$ cat src/rtl/fifo_0_pkg.sv
// Shared constants for the FIFO read-side sample packer.
package fifo_0_pkg;
  localparam int DATA_WIDTH_DEF = 10;
  localparam int PACK_NUM_DEF   = 3;
  localparam int FRAME_LEN_DEF  = 256;
  // pkt_keep width (lane count 1..PACK_NUM)
  localparam int KEEP_W         = 3;
  // lane index width, holds 0..PACK_NUM-1
  localparam int LANE_W         = 3;
  // lane fill count width, holds 0..PACK_NUM
  localparam int FILL_W         = 4;
endpackage

$ cat src/rtl/fifo_0_pack_lane.sv
// Lane register plus zero-pad mux. The padded view already includes the
// sample being written this cycle, so the top can load a word on the same
// edge that delivers its final (or flush-coincident) sample.
module fifo_0_pack_lane
  import fifo_0_pkg::*;
#(
  parameter int DATA_WIDTH = DATA_WIDTH_DEF,
  parameter int PACK_NUM   = PACK_NUM_DEF
) (
  input  logic                           clk,
  input  logic                           rst,
  input  logic                           wr_en,
  input  logic [LANE_W-1:0]              wr_idx,
  input  logic [DATA_WIDTH-1:0]          wr_data,
  input  logic [FILL_W-1:0]              fill_cnt,
  output logic [DATA_WIDTH*PACK_NUM-1:0] padded
);

  logic [DATA_WIDTH-1:0] lanes [PACK_NUM];

  // Store each incoming sample into its lane slot.
  always_ff @(posedge clk or posedge rst) begin
    if (rst) begin
      for (int i = 0; i < PACK_NUM; i++) lanes[i] <= '0;
    end else if (wr_en) begin
      for (int i = 0; i < PACK_NUM; i++) begin
        if (wr_idx == LANE_W'(i)) lanes[i] <= wr_data;
      end
    end
  end

  // Present lanes below fill_cnt (with the bypassed write), zero the rest.
  always_comb begin
    padded = '0;
    for (int i = 0; i < PACK_NUM; i++) begin
      if (FILL_W'(i) < fill_cnt) begin
        padded[i*DATA_WIDTH +: DATA_WIDTH] =
          (wr_en && (wr_idx == LANE_W'(i))) ? wr_data : lanes[i];
      end
    end
  end

endmodule

$ cat src/rtl/fifo_0_rd_packer.sv
// Packs PACK_NUM FIFO samples into one output word (first sample in LSBs),
// frames words with pkt_last every FRAME_LEN words, and supports an early
// frame close through a single-cycle flush request.
//
// Handshake: a transfer happens on a rising edge where valid and ready are
// both 1 (fifo_rd_vld/fifo_rd_en on input, pkt_vld/pkt_rdy on output);
// pkt_data/pkt_keep/pkt_last hold steady while pkt_vld=1 and pkt_rdy=0.
module fifo_0_rd_packer
  import fifo_0_pkg::*;
#(
  parameter int DATA_WIDTH = DATA_WIDTH_DEF,
  parameter int PACK_NUM   = PACK_NUM_DEF,
  parameter int FRAME_LEN  = FRAME_LEN_DEF
) (
  input  logic                           rd_clk,
  input  logic                           rd_rst,
  input  logic                           fifo_rd_vld,
  input  logic [DATA_WIDTH-1:0]          fifo_rd_data,
  output logic                           fifo_rd_en,
  input  logic                           flush,
  output logic [DATA_WIDTH*PACK_NUM-1:0] pkt_data,
  output logic [KEEP_W-1:0]              pkt_keep,
  output logic                           pkt_vld,
  input  logic                           pkt_rdy,
  output logic                           pkt_last,
  output logic [15:0]                    frame_cnt
);

  localparam logic [LANE_W-1:0] LAST_LANE = LANE_W'(PACK_NUM - 1);
  localparam logic [FILL_W-1:0] FULL_KEEP = FILL_W'(PACK_NUM);
  localparam logic [15:0]       LAST_WORD = 16'(FRAME_LEN - 1);

  logic [LANE_W-1:0]              lane_cnt;
  logic [15:0]                    word_cnt;
  logic                           flush_pend;
  logic                           pend_last;

  logic                           in_fire;
  logic                           out_fire;
  logic                           out_free;
  logic                           complete;
  logic [FILL_W-1:0]              eff_cnt;

  logic                           load;
  logic                           load_last;
  logic [FILL_W-1:0]              load_keep;
  logic                           set_pend;
  logic                           mark_held;
  logic                           set_pend_last;
  logic [DATA_WIDTH*PACK_NUM-1:0] padded;

  assign out_fire   = pkt_vld && pkt_rdy;
  assign out_free   = !pkt_vld || pkt_rdy;
  // Lanes below the last can always take a sample; the last lane needs a
  // free output register. A pending flush freezes the input side.
  assign fifo_rd_en = !rd_rst && !flush_pend && ((lane_cnt < LAST_LANE) || out_free);
  assign in_fire    = fifo_rd_vld && fifo_rd_en;
  assign complete   = in_fire && (lane_cnt == LAST_LANE);
  // Lanes occupied once this cycle's sample (if any) is counted.
  assign eff_cnt    = {1'b0, lane_cnt} + {{(FILL_W-1){1'b0}}, in_fire};

  fifo_0_pack_lane #(
    .DATA_WIDTH (DATA_WIDTH),
    .PACK_NUM   (PACK_NUM)
  ) u_lane (
    .clk      (rd_clk),
    .rst      (rd_rst),
    .wr_en    (in_fire),
    .wr_idx   (lane_cnt),
    .wr_data  (fifo_rd_data),
    .fill_cnt (load_keep),
    .padded   (padded)
  );

  // Decide this cycle's load and flush actions.
  always_comb begin
    load          = 1'b0;
    load_last     = 1'b0;
    load_keep     = '0;
    set_pend      = 1'b0;
    mark_held     = 1'b0;
    set_pend_last = 1'b0;
    if (flush_pend) begin
      // Input is blocked, so lane_cnt is the final partial size.
      if (out_free) begin
        load      = 1'b1;
        load_last = 1'b1;
        load_keep = {1'b0, lane_cnt};
      end
    end else if (flush && (eff_cnt != '0)) begin
      // Close the frame with whatever lanes exist, including a coincident sample.
      if (complete || out_free) begin
        load      = 1'b1;
        load_last = 1'b1;
        load_keep = eff_cnt;
      end else begin
        set_pend  = 1'b1;
      end
    end else begin
      if (complete) begin
        load      = 1'b1;
        load_last = (word_cnt == LAST_WORD) || pend_last;
        load_keep = FULL_KEEP;
      end
      // No lanes held: end the frame on the held word, or on the next one.
      if (flush && (word_cnt != '0)) begin
        if (pkt_vld && !pkt_rdy) mark_held     = 1'b1;
        else                     set_pend_last = 1'b1;
      end
    end
  end

  // Output register, counters and flush state.
  always_ff @(posedge rd_clk or posedge rd_rst) begin
    if (rd_rst) begin
      pkt_vld    <= 1'b0;
      pkt_last   <= 1'b0;
      pkt_data   <= '0;
      pkt_keep   <= '0;
      lane_cnt   <= '0;
      word_cnt   <= '0;
      frame_cnt  <= '0;
      flush_pend <= 1'b0;
      pend_last  <= 1'b0;
    end else begin
      if (load) begin
        pkt_vld  <= 1'b1;
        pkt_data <= padded;
        pkt_keep <= load_keep[KEEP_W-1:0];
        pkt_last <= load_last;
      end else begin
        if (out_fire)  pkt_vld  <= 1'b0;
        if (mark_held) pkt_last <= 1'b1;
      end

      if (load)         lane_cnt <= '0;
      else if (in_fire) lane_cnt <= lane_cnt + 1'b1;

      if (load)          word_cnt <= load_last ? 16'd0 : word_cnt + 16'd1;
      else if (mark_held || set_pend_last) word_cnt <= 16'd0;

      if (load)          flush_pend <= 1'b0;
      else if (set_pend) flush_pend <= 1'b1;

      if (load)               pend_last <= 1'b0;
      else if (set_pend_last) pend_last <= 1'b1;

      if (out_fire && pkt_last) frame_cnt <= frame_cnt + 16'd1;
    end
  end

endmodule

$ cat config.mk
export PLATFORM = sky130hd
export DESIGN_NAME = fifo_0_rd_packer
export DESIGN_NICKNAME = d
export VERILOG_FILES = /design/src/rtl/fifo_0_pkg.sv /design/src/rtl/fifo_0_pack_lane.sv /design/src/rtl/fifo_0_rd_packer.sv
export SDC_FILE = /design/constraint.sdc
export NUM_CORES = 1
export LEC_CHECK = 0
export CORE_MARGIN = 4
export CORE_UTILIZATION = 32
export CTS_CLUSTER_SIZE = 28
export DETAILED_ROUTE_END_ITERATION = 10
export REMOVE_ABC_BUFFERS = 1
export SYNTH_ARGS = -nofsm -noshare
export SYNTH_HDL_FRONTEND = slang
export SYNTH_SLANG_ARGS = --single-unit
$ cat constraint.sdc
create_clock -name rd_clk -period 3.22 [get_ports rd_clk]
set_input_delay 0.483 -clock rd_clk [delete_from_list [all_inputs] [get_ports rd_clk]]
set_output_delay 0.483 -clock rd_clk [all_outputs]
set_load 0.1 [all_outputs]
==> flow_summary.yaml <==
cts:
  clockBufferDepth: 2
  cts.sinks: 102
  root_buffer: "clkbuf_16"
  ctsHoldBuffers: 0
  htreeDepth: 3
  clk_pin_slew_ns: 0.07
  post_cts_buffers: 0
  clock_latency_ns: 0.35
  cts_made_buffers: 9
  cts_tree: "yes"
  post_cts_resized: 0
setup_path:
  end_kind: "flop"
  crit_type: "primary input to flop"
  cp-start-kind: "primary input"
  reg2reg_depth: 10
  rrSetupSlack_ns: 0.41
  worstPathArrival_ns: 3.23
  worstSetupStartpoint: "pkt_rdy"
  timing.rr.end: "pkt_data[12]"
  cp.required_ns: 3.49
  crit-reg2reg-launch: "flush_pend"
  cp_max_fo: 6
drt:
  drt_pass1_iterations: 4
  wl_per_cell_microns: 17.3
  route.vias.total: 3722
  ant_nets: 0
  viasPerCell: 5.24
  drt-total-wl_microns: 12300
  drc: 0
  drtIter0Drc: 190
power:
  leakage_nw: 2.81
  worst_ir_drop_vdd_mv: 1.13
  power_density_nw_per_um2: 1130
placement:
  gp_congestion: 0.854
  place_area_sq_um: 5860
  port_buffers: 66
  dp_hpwl_microns: 8710
  place_ws_ns: -0.0643
timing:
  period_needed_ns: 2.97
  tightest_slew_ns: 0.969
  setup_ws_ns: 0.254
  grt_setup_unrepaired: "false"
  maxClockFrequency_mhz: 337
  final.period_utilization_pct: 92.1
  tns_ns: 0
  hold_viol_final: 0
  drv_slew: 0
  setup_viol: 0
  slew_headroom_pct: 35.2
  finalClockSkew_ns: 0.00655
layout:
  stdcell_area_sq_um: 6140
  fin_util_pct: 40.4
  layout.cells.most_common: "dfrtp_1"
  synthToLayoutAreaGrowth_pct: 24.0
  most-common-layout-cells: "102 x dfrtp_1, 70 x buf_4, 35 x nor3_1"
  final_layout_size_suffix_gt1_share_pct: 26.1
  nNetsFinal: 541
  insertedDiodeCount: 0
synthesis:
  synth.avg_cell_area_sq_um: 11.3
  syn-cell-area_sq_um: 4950
  yosysSeqAreaShare_pct: 51.5
  synth_edf_count: 0
  synth_warnings: 0
  synth_cell_types: 56
  ys_ff_latch: 102
  netlist_instances: 438
  async_flop_share_pct: 100
  ys.flop_type: "dfrtp_1"
global_routing:
  grt_pass1_wl_microns: 20000
  groute.usage.overall_pct: 14.2
  grt_start_max_net_pins: 54
  grt_overflow: 0
  grt_pass1_vias: 3809
  antenna_found_initial: 0
hold_path:
  hold_path.class: "flop to flop"
  min_path_cells: 2
  min_to: "u_lane.lanes[16]"
  worstHoldStart: "u_lane.lanes[16]"
floorplan:
  rows: 45
  die_h_microns: 132
  dieArea_sq_um: 17500
  die_x_microns: 132
  initial_core_util_pct: 32.6
  core-area_sq_um: 15200
  io_pins: 67
run_status:
  outcome: "finished clean"
flow_run:
  drv_cap: 0
[cells in the mapped netlist, drive strengths merged, types with 4 or more instances]
library cell,number,share of area [%]
inv,18,1.4
a21oi,25,2.6
buf,16,2.1
mux2i,11,2.2
and3,15,1.9
a21o,4,0.61
o21ai,9,1.1
nand2,21,1.6
clkbuf,9,0.68
nor2,18,1.4
ha,9,2.3
nor3,38,4.4
a22o,4,0.71
a211oi,20,4.0
xnor2,15,2.7
nand3,13,1.4
xor2,6,1.1
mux2,22,5.0
a211o,9,1.6
dfrtp,102,52
nand4,10,1.3
o2bb2ai,11,1.9
[critical path: stages]
cell and delay (ns):
clkdlybuf4s50_1 0.44, nand2b_1 0.19, o211a_1 0.25, ha_1 0.20
ha_1 0.29, o21ai_1 0.17, and2_1 0.23, a21oi_2 0.11
nor2_1 0.49, buf_4 0.26, o2bb2ai_1 0.13
[layer usage]
layer	up-vias	wire (microns)	track usage (%)
li1	1772	-	-
met1	1859	5560	18.5
met2	79	5980	23.3
met3	12	545	3.92
met4	0	175	3.81
met5	-	0	0
[per-stage QoR]
step	hold slack [ns]	power (mW)	cells
floorplan	0.447	4.90	413
global placement	0.459	5.90	694
detailed placement	0.467	5.98	694
CTS	0.483	7.04	710
global route	0.502	7.33	710
finish	0.482	6.97	710
[cell type report]
cell class | instances | area [sq um]
flip-flops and latches | 102 | 2550
well taps | 188 | 235
multi-input cells | 293 | 2200
clock inverters | 6 | 51.3
inverters | 18 | 70.1
fillers | 1485 | 9060
repair buffers | 93 | 806
clock buffers | 10 | 229
[logic make-up (layout without fill, tap and decap cells)]
| kind of cell | Yosys count | in the layout | synth area share [%] |
|---|---|---|---|
| mux | 33 | 33 | 7.22 |
| fa+ha+maj | 9 | 9 | 2.27 |
| flops | 102 | 102 | 51.5 |
| buf+inv | 43 | 127 | 4.14 |
| xor+xnor | 21 | 21 | 3.71 |
| simple gates | 132 | 132 | 14.6 |
| compound gates | 98 | 98 | 16.5 |
[worst max-delay path by stage]
stage / end / slack, ns / depth (start not counted)
3_5_place_dp: pkt_data[12] / -0.06 / 11
5_1_grt: pkt_data[12] / 0.07 / 11
6_report: pkt_data[12] / 0.25 / 11
2_1_floorplan: pkt_data[0] / -1.14 / 9
4_1_cts: pkt_data[12] / 0.25 / 11
3_3_place_gp: pkt_data[10] / -0.05 / 11
[registers in the layout, summed over array words and instances, names as in the netlist]
signal        cells
u_lane.lanes     30
pkt_vld           1
word_cnt         16
pkt_keep          3
flush_pend        1
frame_cnt        16
pkt_data         30
pend_last         1
lane_cnt          3
pkt_last          1
[power breakdown]
group	total, mW	internal (mW)	switching (mW)
Clock	1.04	0.536	0.508
Combinational	3.90	1.10	2.80
Sequential	2.03	1.74	0.288
No activity file was read; power rests on OpenSTA's default activity.
